## src/rtl/input_debouncer_pkg.sv

```systemverilog
// Shared definitions for the irrigation-mode switch debouncer: channel
// mapping and the per-channel debounce state encoding.
package input_debouncer_pkg;

    localparam int CH_ASP = 0;
    localparam int CH_GOT = 1;
    localparam int CH_ADB = 2;
    localparam int NUM_CH = 3;

    // Gray-like ordering: each legal transition flips a single state bit.
    typedef enum logic [1:0] {
        STABLE_LO = 2'b00,
        WAIT_HI   = 2'b01,
        STABLE_HI = 2'b11,
        WAIT_LO   = 2'b10
    } deb_state_e;

    // True while a channel is qualifying a candidate level change.
    function automatic logic is_wait_state(input deb_state_e s);
        return (s == WAIT_HI) || (s == WAIT_LO);
    endfunction

    // True for the states in which the accepted level is high.
    function automatic logic is_high_state(input deb_state_e s);
        return (s == STABLE_HI) || (s == WAIT_LO);
    endfunction

endpackage

```

## src/rtl/input_debouncer_channel.sv

```systemverilog
// Single-bit debounce channel: two-flop synchronizer, four-state debounce
// FSM with a consecutive-sample counter, and registered level/edge outputs.
module input_debouncer_channel
    import input_debouncer_pkg::*;
#(
    parameter int DEB_CYCLES = 4,
    parameter int CNT_W      = $clog2(DEB_CYCLES + 1)
) (
    input  logic clock,
    input  logic reset,
    input  logic sw_raw,
    output logic sw_clean,
    output logic sw_rise,
    output logic sw_fall,
    output logic busy
);

    localparam logic [CNT_W-1:0] CNT_ZERO = {CNT_W{1'b0}};
    localparam logic [CNT_W-1:0] CNT_ONE  = CNT_W'(1);
    localparam logic [CNT_W-1:0] CNT_LAST = CNT_W'(DEB_CYCLES - 1);

    logic             sync1_q, sync1_d;
    logic             sync2_q, sync2_d;
    deb_state_e       state_q, state_d;
    logic [CNT_W-1:0] cnt_q,   cnt_d;
    logic             clean_q, clean_d;
    logic             rise_q,  rise_d;
    logic             fall_q,  fall_d;
    logic             busy_q,  busy_d;

    // Next-state logic: synchronizer shift, debounce FSM and counter, and the
    // registered copies of level, edge pulses and busy derived from next state.
    always_comb begin
        sync1_d = sw_raw;
        sync2_d = sync1_q;
        state_d = state_q;
        cnt_d   = cnt_q;
        rise_d  = 1'b0;
        fall_d  = 1'b0;
        case (state_q)
            STABLE_LO: begin
                if (sync2_q) begin
                    state_d = WAIT_HI;
                    cnt_d   = CNT_ONE;
                end else begin
                    cnt_d   = CNT_ZERO;
                end
            end
            WAIT_HI: begin
                if (!sync2_q) begin
                    state_d = STABLE_LO;
                    cnt_d   = CNT_ZERO;
                end else if (cnt_q == CNT_LAST) begin
                    state_d = STABLE_HI;
                    cnt_d   = CNT_ZERO;
                    rise_d  = 1'b1;
                end else begin
                    cnt_d   = cnt_q + CNT_ONE;
                end
            end
            STABLE_HI: begin
                if (!sync2_q) begin
                    state_d = WAIT_LO;
                    cnt_d   = CNT_ONE;
                end else begin
                    cnt_d   = CNT_ZERO;
                end
            end
            WAIT_LO: begin
                if (sync2_q) begin
                    state_d = STABLE_HI;
                    cnt_d   = CNT_ZERO;
                end else if (cnt_q == CNT_LAST) begin
                    state_d = STABLE_LO;
                    cnt_d   = CNT_ZERO;
                    fall_d  = 1'b1;
                end else begin
                    cnt_d   = cnt_q + CNT_ONE;
                end
            end
            default: begin
                state_d = STABLE_LO;
                cnt_d   = CNT_ZERO;
            end
        endcase
        clean_d = is_high_state(state_d);
        busy_d  = is_wait_state(state_d);
    end

    // State register with asynchronous clear of every flop.
    always_ff @(posedge clock or posedge reset) begin
        if (reset) begin
            sync1_q <= 1'b0;
            sync2_q <= 1'b0;
            state_q <= STABLE_LO;
            cnt_q   <= CNT_ZERO;
            clean_q <= 1'b0;
            rise_q  <= 1'b0;
            fall_q  <= 1'b0;
            busy_q  <= 1'b0;
        end else begin
            sync1_q <= sync1_d;
            sync2_q <= sync2_d;
            state_q <= state_d;
            cnt_q   <= cnt_d;
            clean_q <= clean_d;
            rise_q  <= rise_d;
            fall_q  <= fall_d;
            busy_q  <= busy_d;
        end
    end

    assign sw_clean = clean_q;
    assign sw_rise  = rise_q;
    assign sw_fall  = fall_q;
    assign busy     = busy_q;

endmodule

```

## src/rtl/input_debouncer.sv

```systemverilog
// Debouncer for the asp/got/adb irrigation-mode switches. Raw polarity is
// kept; each bit runs through its own independent debounce channel.
module input_debouncer
    import input_debouncer_pkg::*;
#(
    parameter int DEB_CYCLES = 4
) (
    input  logic              clock,
    input  logic              reset,
    input  logic [NUM_CH-1:0] sw_raw,
    output logic [NUM_CH-1:0] sw_clean,
    output logic [NUM_CH-1:0] sw_rise,
    output logic [NUM_CH-1:0] sw_fall,
    output logic              busy
);

    localparam int CNT_W = $clog2(DEB_CYCLES + 1);

    logic [NUM_CH-1:0] busy_ch_s;

    for (genvar ch = 0; ch < NUM_CH; ch++) begin : g_ch
        input_debouncer_channel #(
            .DEB_CYCLES (DEB_CYCLES),
            .CNT_W      (CNT_W)
        ) u_debounce_channel (
            .clock    (clock),
            .reset    (reset),
            .sw_raw   (sw_raw[ch]),
            .sw_clean (sw_clean[ch]),
            .sw_rise  (sw_rise[ch]),
            .sw_fall  (sw_fall[ch]),
            .busy     (busy_ch_s[ch])
        );
    end

    // Block is busy whenever any channel is qualifying a change.
    always_comb begin
        busy = |busy_ch_s;
    end

endmodule
```

## config.mk

```make
export PLATFORM = sky130hd
export DESIGN_NAME = input_debouncer
export DESIGN_NICKNAME = d
export VERILOG_FILES = /design/src/rtl/input_debouncer_pkg.sv /design/src/rtl/input_debouncer_channel.sv /design/src/rtl/input_debouncer.sv
export SDC_FILE = /design/constraint.sdc
export NUM_CORES = 1
export LEC_CHECK = 0
export BUFFER_PORTS_ARGS = -buffer_cell sky130_fd_sc_hd__buf_2
export CAP_MARGIN = 20
export CORE_MARGIN = 5
export CORE_UTILIZATION = 50
export DETAILED_ROUTE_END_ITERATION = 8
export GPL_ROUTABILITY_DRIVEN = 0
export PLACE_DENSITY = 0.74
export SLEW_MARGIN = 20
export SYNTH_ARGS = -nofsm -noshare
export SYNTH_HDL_FRONTEND = slang
export SYNTH_SLANG_ARGS = --single-unit
```

## constraint.sdc

```tcl
create_clock -name clock -period 1.7 [get_ports clock]
set_input_delay 0.34 -clock clock [delete_from_list [all_inputs] [get_ports clock]]
set_output_delay 0.34 -clock clock [all_outputs]
set_load 0.05 [all_outputs]
```

==> flow_summary.yaml <==
route:
  antenna_left: 0
  via_per_inst: 4.92
  avgRoutedWirePerCell_um: 12.1
  drc: 0
  drt-initial-drc-count: 12
  finalWirelength_um: 1840
  via_count: 748
  drt_pre_antenna_iters: 2
grt:
  grt_pass1_vias: 735
  grt_pass1_wl_um: 3150
  antenna_found_initial: 0
  grt_max_degree: 34
  grt_usage_pct: 11.9
  grt.overflow.total: 0
die:
  die_h_um: 61.8
  fp-row-count: 18
  die_w_um: 61.8
  io_pins: 15
  dieArea_um2: 3820
  start_util_pct: 53.2
  design.core.area_um2: 2520
yosys:
  synth_cells: 113
  synth_edf_count: 0
  netlist_area_um2: 1340
  netlist_top_cells_count: "dfrtp_1, inv_1, nand2b_1"
  synth.avg_cell_area_um2: 11.9
  synthesis.nets: 124
  yosysSeqAreaShare_pct: 61.6
  ys_warn_count: 0
  async_flop_share_pct: 100
  synth_flop_cell: "dfrtp_1"
  synth_seq_cells: 33
  yosysTopAreaCell: "dfrtp_1"
  yosys.cell_types.count: 24
  synth_top_area_share_pct: 61.6
  synthMostInstantiatedCell: "dfrtp_1"
  synthTopCellsByArea: "dfrtp_1, ha_1, buf_4, nand2b_1, and3b_1"
sta:
  finalHoldViolCount: 0
  finalMaxSlewViolations: 0
  skew_ns: 0.00588
  grt_setup_unrepaired: "false"
  fmax_ghz: 0.622
  whs_ns: 0.0789
  relSlewSlack_pct: 73.7
  setup_viol: 0
  setup_tns_ns: 0
  worstMarginPinSlew_ns: 0.394
  period_share_pct: 94.6
  fin_crit_ns: 1.61
clock_network:
  cts-root-buf: "clkbuf_4"
  cts_tree: "built"
  cts.sinks: 33
  cts_buffer_depth: 2
  insertion_delay_ns: 0.32
  cts-resized-gates: 0
  cts_inserted_buffers: 5
  post-cts-setup-buffers: 0
  postCtsHoldBufs: 0
  htreeDepth: 2
  clkTransAtPathRegs_ns: 0.09
worst_setup_path:
  worstPathMaxFanout: 1
  cp_data_arrival_time_ns: 1.27
  cp-start-kind: "flop"
  path_class: "reg2out"
  critPathCaptureType: "output pin"
  worstPathRequired_ns: 1.36
  r2r_cells: 6
power_and_ir_drop:
  comb_power_share_pct: 9.1
  p_leak_nw: 0.736
  p_int_mw: 1.01
  netSwitchingPower_mw: 0.335
  p_per_area_nw_per_um2: 945
  seqPwrFrac_pct: 62.8
  power_mw: 1.34
  swShare_pct: 24.9
  peakVddDrop_v: 0.000657
  pwr-share-clk_pct: 28.1
cells_and_area:
  multi_input_area_um2: 399
  drive_above_1_share_pct: 17.2
  seq_area_um2: 826
  antenna_cells: 0
  area_growth_pct: 5.88
  final_nets: 134
  final_cells: 152
  nFillCells: 225
  final_util_pct: 56.3
placed_design:
  place_hpwl_um: 1280
  placedCellCount: 146
  io_buffers: 14
worst_hold_path:
  hold_path.class: "in2async"
job:
  drv_cap: 0
status:
  status: "complete, no violations"
cell usage in the layout, fill, tap and decap left out, types with 2 or more instances in the layout:
cell type	count
a21oi_1	5
and3_1	3
and3b_1	5
buf_2	14
clkbuf_4	5
dfrtp_1	33
ha_1	6
inv_1	10
mux2i_1	2
nand2_1	4
nand2b_1	10
nor2_1	3
nor2b_1	2
nor3_1	3
o21ai_0	5
critical path: stages (launching register included):
cell and delay [ns]:
dfrtp_1 0.38, or3_1 0.36, buf_2 0.22
final cells by class:
class / count / share of cell area (%)
repair buffers: 15 / 5.46
multi-input cells: 58 / 28.1
clock buffers: 5 / 2.64
flip-flops and latches: 33 / 58.1
well taps: 30 / 2.64
inverters: 10 / 2.64
clock inverters: 1 / 0.352
sequential cells by signal, summed over array words and instances (netlist names):
signal,flops
g_ch.u_debounce_channel.cnt_q,9
g_ch.u_debounce_channel.sw_fall,3
g_ch.u_debounce_channel.sw_clean,3
g_ch.u_debounce_channel.sync2_q,3
g_ch.u_debounce_channel.busy,3
g_ch.u_debounce_channel.state_q,6
g_ch.u_debounce_channel.sync1_q,3
g_ch.u_debounce_channel.sw_rise,3
cell families after synthesis:
kind of cell    after synthesis  synth area share [%]
fa+ha+maj                     6                  5.60
flops                        33                  61.6
buf+inv                      22                  8.68
mux                           2                  1.49
xor+xnor                      2                  1.31
simple gates                 33                  15.0
compound gates               15                  6.34
final timing paths:
kind,start,end,slack (ns)
max in group asynchronous,reset,g_ch[2].u_debounce_channel.sw_fall,1.33
worst min-delay path,reset,g_ch[1].u_debounce_channel.cnt_q[0],0.08
min in group clock,sw_raw[0],g_ch[0].u_debounce_channel.sync1_q,0.12
worst min register to register,g_ch[0].u_debounce_channel.sync1_q,g_ch[0].u_debounce_channel.sync2_q,0.36
worst max-delay path,g_ch[1].u_debounce_channel.busy,busy,0.09
worst max register to register,g_ch[2].u_debounce_channel.cnt_q[0],g_ch[2].u_debounce_channel.busy,0.17
routing by layer:
| metal | track usage, % | up-vias | wire (µm) |
|---|---|---|---|
| met4 | 4.55 | 0 | 33 |
| li1 | - | 377 | - |
| met2 | 19.7 | 16 | 903 |
| met3 | 6.20 | 5 | 117 |
| met5 | 0 | - | 0 |
| met1 | 12.9 | 350 | 785 |
power groups by stage:
stage | Combinational, mW | Clock (mW) | Sequential [mW]
2_1_floorplan | 0.104 | 0 | 0.853
3_5_place_dp | 0.125 | 0 | 0.859
4_1_cts | 0.126 | 0.402 | 0.844
6_report | 0.122 | 0.377 | 0.843
3_3_place_gp | 0.119 | 0 | 0.857
5_1_grt | 0.140 | 0.428 | 0.849
through the flow:
stage / area [µm²] / setup slack (ns)
floorplan: 1340 / 0.256
global placement: 1380 / 0.177
detailed placement: 1380 / 0.138
CTS: 1420 / 0.0617
global route: 1420 / 0.0482
finish: 1420 / 0.0916
(Power assumes the default switching activity.)
